### src/rtl/pattern_detector_gen.sv
// pattern_detector_gen
//   Streaming symbol-pattern detector with a programmable run threshold.
//   Keeps an NSYM-symbol window of valid input symbols (newest in the LS
//   slot), compares the would-be window against `pattern` and counts
//   back-to-back matches. When a run reaches n (0 treated as 1) a one-cycle
//   pulse is produced on the clock after the completing symbol.
//
//   Optional build macro: PATTERN_DETECTOR_GEN_MASK_EN adds the pattern_mask
//   input (0 bit = don't care). Without it all bits are compared exactly.
//
// Ports
//   CLK, RSTn         clock, asynchronous active-low reset
//   clr               synchronous soft clear (wins over in_valid)
//   in_valid/in_data  qualified input symbol stream
//   pattern           target pattern, MS symbol received first
//   pattern_mask      (MASK_EN only) per-bit compare enable
//   overlap           1 = overlapping matches allowed
//   n                 matches per detection
//   pattern_detected  one-cycle pulse when the run reaches n
//   detect_sticky     set by pattern_detected, cleared by clr/reset
//   match_cnt         current run length
//   locked            FSM is in LOCK
//
// State  | meaning
// -------+------------------------------------------------------------
// FILL   | fewer than NSYM symbols stored, no run in progress
// SEARCH | window full, waiting for the first match of a run
// LOCK   | run in progress; up to NSYM-1 non-matching symbols tolerated

module pattern_detector_gen #(
  parameter int DATA_W = 8,
  parameter int NSYM   = 4,
  parameter int CNT_W  = 8
) (
  input  logic                   CLK,
  input  logic                   RSTn,
  input  logic                   clr,
  input  logic                   in_valid,
  input  logic [DATA_W-1:0]      in_data,
  input  logic [NSYM*DATA_W-1:0] pattern,
`ifdef PATTERN_DETECTOR_GEN_MASK_EN
  input  logic [NSYM*DATA_W-1:0] pattern_mask,
`endif
  input  logic                   overlap,
  input  logic [CNT_W-1:0]       n,
  output logic                   pattern_detected,
  output logic                   detect_sticky,
  output logic [CNT_W-1:0]       match_cnt,
  output logic                   locked
);

  localparam int WIN_W  = NSYM * DATA_W;
  localparam int FILL_W = $clog2(NSYM + 1);
  localparam int GAP_W  = $clog2(NSYM);

  typedef enum logic [1:0] {
    FILL   = 2'd0,
    SEARCH = 2'd1,
    LOCK   = 2'd2
  } state_t;

  state_t              state_q, state_d;
  logic [WIN_W-1:0]    window_q, window_d;
  logic [FILL_W-1:0]   fill_q, fill_d;
  logic [GAP_W-1:0]    gap_q, gap_d;
  logic [CNT_W-1:0]    cnt_q, cnt_d;
  logic                det_q, det_d;
  logic                sticky_q, sticky_d;

  logic [WIN_W-1:0]    win_shift;
  logic [WIN_W-1:0]    diff;
  logic                match;
  logic [CNT_W:0]      n_eff;
  logic [CNT_W:0]      cnt_inc;
  logic                run_done;

  // Match is evaluated on the window as it would look after this symbol.
  assign win_shift = {window_q[WIN_W-DATA_W-1:0], in_data};

`ifdef PATTERN_DETECTOR_GEN_MASK_EN
  assign diff = (win_shift ^ pattern) & pattern_mask;
`else
  assign diff = win_shift ^ pattern;
`endif

  assign match = in_valid && (fill_q >= FILL_W'(NSYM - 1)) && (diff == '0);

  // One extra bit keeps match_cnt+1 from wrapping at CNT_W.
  assign n_eff    = (n == '0) ? (CNT_W+1)'(1) : {1'b0, n};
  assign cnt_inc  = {1'b0, cnt_q} + (CNT_W+1)'(1);
  assign run_done = cnt_inc >= n_eff;

  always_comb begin
    state_d  = state_q;
    window_d = window_q;
    fill_d   = fill_q;
    gap_d    = gap_q;
    cnt_d    = cnt_q;
    det_d    = 1'b0;
    sticky_d = sticky_q;

    if (in_valid) begin
      window_d = win_shift;

      // Non-overlapping mode forgets the window so the next match needs
      // NSYM fresh symbols.
      if (match && !overlap) begin
        fill_d = '0;
      end else if (fill_q < FILL_W'(NSYM)) begin
        fill_d = fill_q + FILL_W'(1);
      end

      if (match) begin
        state_d = LOCK;
        gap_d   = '0;
        if (run_done) begin
          det_d    = 1'b1;
          sticky_d = 1'b1;
          cnt_d    = '0;
        end else begin
          cnt_d = cnt_inc[CNT_W-1:0];
        end
      end else begin
        case (state_q)
          FILL: begin
            if (fill_d == FILL_W'(NSYM)) state_d = SEARCH;
          end
          SEARCH: begin
            state_d = SEARCH;
          end
          LOCK: begin
            if (gap_q == GAP_W'(NSYM - 1)) begin
              cnt_d   = '0;
              gap_d   = '0;
              state_d = (fill_d < FILL_W'(NSYM)) ? FILL : SEARCH;
            end else begin
              gap_d = gap_q + GAP_W'(1);
            end
          end
          default: begin
            state_d = FILL;
          end
        endcase
      end
    end
  end

  always_ff @(posedge CLK or negedge RSTn) begin
    if (!RSTn) begin
      state_q  <= FILL;
      window_q <= '0;
      fill_q   <= '0;
      gap_q    <= '0;
      cnt_q    <= '0;
      det_q    <= 1'b0;
      sticky_q <= 1'b0;
    end else if (clr) begin
      state_q  <= FILL;
      window_q <= '0;
      fill_q   <= '0;
      gap_q    <= '0;
      cnt_q    <= '0;
      det_q    <= 1'b0;
      sticky_q <= 1'b0;
    end else begin
      state_q  <= state_d;
      window_q <= window_d;
      fill_q   <= fill_d;
      gap_q    <= gap_d;
      cnt_q    <= cnt_d;
      det_q    <= det_d;
      sticky_q <= sticky_d;
    end
  end

  assign pattern_detected = det_q;
  assign detect_sticky    = sticky_q;
  assign match_cnt        = cnt_q;
  assign locked           = (state_q == LOCK);

endmodule

### config.mk
export PLATFORM = sky130hd
export DESIGN_NAME = pattern_detector_gen
export DESIGN_NICKNAME = d
export VERILOG_FILES = /design/src/rtl/pattern_detector_gen.sv
export SDC_FILE = /design/constraint.sdc
export NUM_CORES = 1
export LEC_CHECK = 0
export CAP_MARGIN = 20
export CORE_MARGIN = 4
export CORE_UTILIZATION = 45
export CTS_CLUSTER_SIZE = 14
export DETAILED_ROUTE_END_ITERATION = 6
export PLACE_DENSITY = 0.77
export SYNTH_ARGS = -nofsm -noshare
export SYNTH_HDL_FRONTEND = slang
export SYNTH_SLANG_ARGS = --single-unit
### constraint.sdc
create_clock -name CLK -period 2.86 [get_ports CLK]
set_clock_uncertainty 0.15 [all_clocks]
set_input_delay 0.429 -clock CLK [delete_from_list [all_inputs] [get_ports CLK]]
set_output_delay 0.429 -clock CLK [all_outputs]
set_load 0.02 [all_outputs]
Word level (Yosys, flattened, before mapping)

Cells that the tools add are included.

$add $sub $neg: 3
Multiply operators: 0
Divide/modulo/power cells: 0
Magnitude comparators: 4
Equality and inequality tests: 6
Shift-type cells: 0
Muxes and demuxes: 34
Bitwise gates (word level): 1
Reduce and logical (&&, ||, !) cells: 16

Operators with widths:

| operator            | number |
|---|---|
| $mux 8              | 7 |
| $mux 24             | 2 |
| $logic_not 32->1    | 1 |
| $xor 32x32->32      | 1 |
| $mux 2              | 10 |
| $mux 3              | 5 |
| $add 8x1->9 const B | 1 |
| $ge 9x8->1          | 1 |
| $mux 1              | 9 |
| $reduce_and 3->1    | 3 |
| $logic_not 8->1     | 1 |
| $lt 3x3->1 const B  | 2 |
| $pmux 2 s3          | 1 |
| $reduce_bool 2->1   | 3 |
| $reduce_bool 3->1   | 2 |
| $eq 2x2->1 const B  | 2 |
| $ne 4x2->1 const B  | 1 |
| $ne 4x4->1 const B  | 1 |
| $add 3x1->3 const B | 1 |
| $eq 3x3->1 const B  | 1 |
| $ge 3x2->1 const B  | 1 |
| $logic_and 1x1->1   | 3 |
| $add 2x1->2 const B | 1 |
| $eq 2x1->1 const B  | 1 |
| 3 further kinds     | 3 |

Register bits: 41
Bits in latches: 0
Memory bits (writable): 0
Bits in read-only memories: 0
Bits of input ports: 53
Output and inout port bits: 11
Logic and storage cells: 71
Memories kept: 0

Logic depth before layout (Yosys ltp)

Word-level depth: 13
Gate-level depth with buffers: 11
Depth with buffers taken out: 11

Worst setup path after synthesis

OpenSTA, ideal clock, no wires.

Path type: register to register
Start: register cnt_q[0], in the netlist match_cnt[0]
End: register cnt_q[0], in the netlist match_cnt[0]
Setup time: 78 ps
Arrival time: 2655 ps
Data required time: 2632 ps
Setup slack: -24 ps
Cell stages (with the launch flop): 12
Path buffers: 0
Clock period less this slack: 2884 ps
Path through: dfrtp_1 > ha_1 > and3_1 > nor2b_1 > or2_2 > ha_1 > nand4_1 > o21ai_0 > a31o_2 > or2_0 > or3_1 > a21oi_1

Longest elaborated chain between the ends: 6

Ends and longest elaborated chain:

| item                   | line | text |
|---|---|---|
| start, declared        | 66   | `logic [CNT_W-1:0] cnt_q, cnt_d;` |
| start signal, assigned | 170  | `cnt_q <= cnt_d;` |
| $add 8x1->9 (*)        | 90   | `assign cnt_inc = {1'b0, cnt_q} + (CNT_W+1)'(1);` |
| $ge 9x8->1             | 91   | `assign run_done = cnt_inc >= n_eff;` |
| $mux 8 (*)             | 116  | `if (run_done) begin` |
| $mux 8 (*)             | 113  | `if (match) begin` |
| $mux 8 (*)             | 102  | `if (in_valid) begin` |
| $mux 8 (*)             | 157  | `end else if (clr) begin` |

Every way passes the cells marked *; elsewhere a longest branch is shown, timed or not. The select of a mux whose other input is x is not followed.
A chain may end at the register's enable or synchronous reset.

Final worst setup path

Ends and elaborated chain as after synthesis.

==> metrics.yaml <==
synth.area.top_cells: "dfrtp_1, mux2i_1, xnor2_1"
worstMarginPinSlew_ps: 929
drc: 0
rrSetupSlack_ps: 50
clock_latency_ps: 300
async_flop_share_pct: 100
core_area_um2: 5570
die_h_um: 84.4
cts_buffer_depth: 2
ys_ff_latch: 41
power.internal_mw: 0.939
slew_violations: 0
crit_fanout: 3
cts.clk_slew.worst_paths_ps: 80
drive_gt1_share_pct: 13.0
wl_mm: 6.55
grt_usage_pct: 18.9
syn_nets: 342
yosysTopAreaCellShare_pct: 39.0
fin_crit_sh_pct: 98.4
setup_violations: 0
synth_top_cell_by_area: "dfrtp_1"
period_needed_ps: 2810
initial_core_util_pct: 47.1
numCtsBuffers: 5
critPathTopFamily: "simple AND/OR/NAND/NOR gates"
cts.sinks: 41
timing.max_cap.violations: 0
ys_warn_count: 0
layout_common_cells: "clkdlybuf4s50_1, dfrtp_1, nor2_1"
nets: 418
grt_pass1_wl_mm: 11.0
maxSlewHeadroom_pct: 38.1
hpwlAfterDp_mm: 5.09
rows: 27
path_cells: "ha_1 -> and3_4 -> nor2b_1 -> or2_2 -> ha_4 -> nand4_1 -> o21ai_0 -> a31o_2 -> or2_0 -> or3_1 -> a21oi_2"
cp-start-kind: "flop"
switching_power_mw: 0.325
vias: 2355
drt-initial-drc-count: 130
dieArea_um2: 7130
end_kind: "flop"
die_x_um: 84.4
p_per_area_nw_per_um2: 353
dr_wl_met3_um: 393
critPathKind: "reg2reg"
num_io_pins: 64
seqPwrFrac_pct: 48.3
p_sw_share_pct: 25.7
routedWlPerCell_um: 15.3
n_antenna_cell: 0
wl_met2_mm: 3.22
overflow: 0
cts_root_buf: "clkbuf_8"
outcome: "complete, no violations"
ant_nets: 0
mostFrequentLayoutCell: "clkdlybuf4s50_1"
grt_max_degree: 42
finalWeightedCongestion: 0.848
critPathSlowestCell: "dfrtp_2"
cp.arrival_ps: 2880
crit_buf_inv: 0
hp-class: "in2async"
crit_required_ps: 2930
syn2layout_area_growth_pct: 36.1
rsz0062_at_grt: "yes"
fin_ws_ps: 45.0
yosysSeqAreaShare_pct: 39.0
drt-met1-wl_mm: 2.80
leakagePower_nw: 1.58
n_fill_cell: 470
htreeDepth: 2
top_layer: "met4"
pre_cts_slack_ps: -42.8
via_per_inst: 5.52
ys_types: 44
ctsHoldBuffers: 0
grt_pass1_vias: 2379
syn_area_per_cell_um2: 9.45
grt_antenna_before_repair: 0
peakVddDrop_uv: 264
portBuffers: 63
synth_area_um2: 2630
ys.flop_type: "dfrtp_1"
first_pass_iters: 4
whs_ps: 126
cts_tree: "done"
syn-instance-count: 278
fmax_mhz: 355
hold_viol: 0
combPwrFrac_pct: 18.4
cp_slowest_stage_delay_ps: 410
p_clk_share_pct: 33.3
synth-edff-count: 0
[through the flow]
step / cells / setup TNS (ps) / cell area (um2) / util (%) / total power, mW
3_5_place_dp: 418 / -75.8 / 3420 / 61.3 / 0.852
6_report: 427 / 0 / 3580 / 64.2 / 1.26
5_1_grt: 427 / -156 / 3580 / 64.2 / 1.32
2_1_floorplan: 278 / 0 / 2630 / - / 0.729
3_3_place_gp: 418 / 0 / 3420 / 61.3 / 0.847
4_1_cts: 426 / 0 / 3530 / 63.4 / 1.27
[path summary, 6_finish.rpt]
path                       cells past startpoint                      start                   endpoint
setup reg to reg                              11   match_cnt[0]$_DFFE_PN0P_   match_cnt[0]$_DFFE_PN0P_
hold reg to reg                                2  detect_sticky$_DFFE_PN0P_  detect_sticky$_DFFE_PN0P_
setup / recovery                              11   match_cnt[0]$_DFFE_PN0P_   match_cnt[0]$_DFFE_PN0P_
hold / removal                                 1                       RSTn     state_q[1]$_DFFE_PN0P_
max in group asynchronous                      1                       RSTn   match_cnt[0]$_DFFE_PN0P_
min in group CLK                               2  detect_sticky$_DFFE_PN0P_  detect_sticky$_DFFE_PN0P_
[synthesized netlist by cell type (2+ instances only)]
library cell  instances
dfrtp_1              41
nor2_1               32
xnor2_1              29
mux2i_1              26
nand2_1              17
nand4_1              15
ha_1                 11
inv_1                11
nand3_1              10
a21oi_1               9
o21ai_0               8
nand2b_1              7
clkbuf_1              5
a211oi_1              4
buf_1                 4
nor2b_1               4
nor3_1                4
nor4_1                4
xor2_1                4
a21o_1                3
or2_2                 3
a2111oi_0             2
and3_1                2
o211ai_1              2
or3_1                 2
[power by group through the flow]
stage / registers [mW] / logic [mW] / clock network (mW)
after CTS: 0.610 / 0.232 / 0.432
final: 0.610 / 0.233 / 0.420
after global routing: 0.613 / 0.254 / 0.455
after detailed placement: 0.622 / 0.230 / 0
after global placement: 0.621 / 0.226 / 0
after floorplan: 0.617 / 0.112 / 0
[layout make-up]
| class | instances | area (um2) | share of cell area [%] |
|---|---|---|---|
| clock inverter | 1 | 5.00 | 0.140 |
| timing repair buffer | 78 | 738 | 20.6 |
| multi-input combinational | 217 | 1580 | 44.1 |
| clock buffer | 7 | 96.3 | 2.69 |
| tap | 72 | 90.1 | 2.52 |
| sequential | 41 | 1030 | 28.7 |
| inverter | 11 | 41.3 | 1.15 |
[kinds of logic after synthesis]
kind of cell / Yosys count / synth area share, %
compound gates: 37 / 9.57
xor+xnor: 33 / 11.0
fa+ha+maj: 11 / 5.24
buf+inv: 20 / 2.86
flops: 41 / 39.0
mux: 26 / 9.90
simple gates: 110 / 22.4
[metal layers]
metal	vias to the layer above	global-route usage [%]
li1	1139	-
met1	1121	23.2
met2	78	31.9
met3	17	4.51
met4	0	7.48
met5	-	0
[registers in the layout, summed over array words and instances, names as in the netlist]
name              flops
gap_q                 2
fill_q                3
state_q               2
match_cnt             8
pattern_detected      1
window_q             24
detect_sticky         1
[repair_timing]
action,in CTS,in global routing
buffers inserted,0,1
endpoints found under the setup margin,2,6
resized for setup,2,8
pin swaps,0,1
Power figures use the tool's default switching activity.
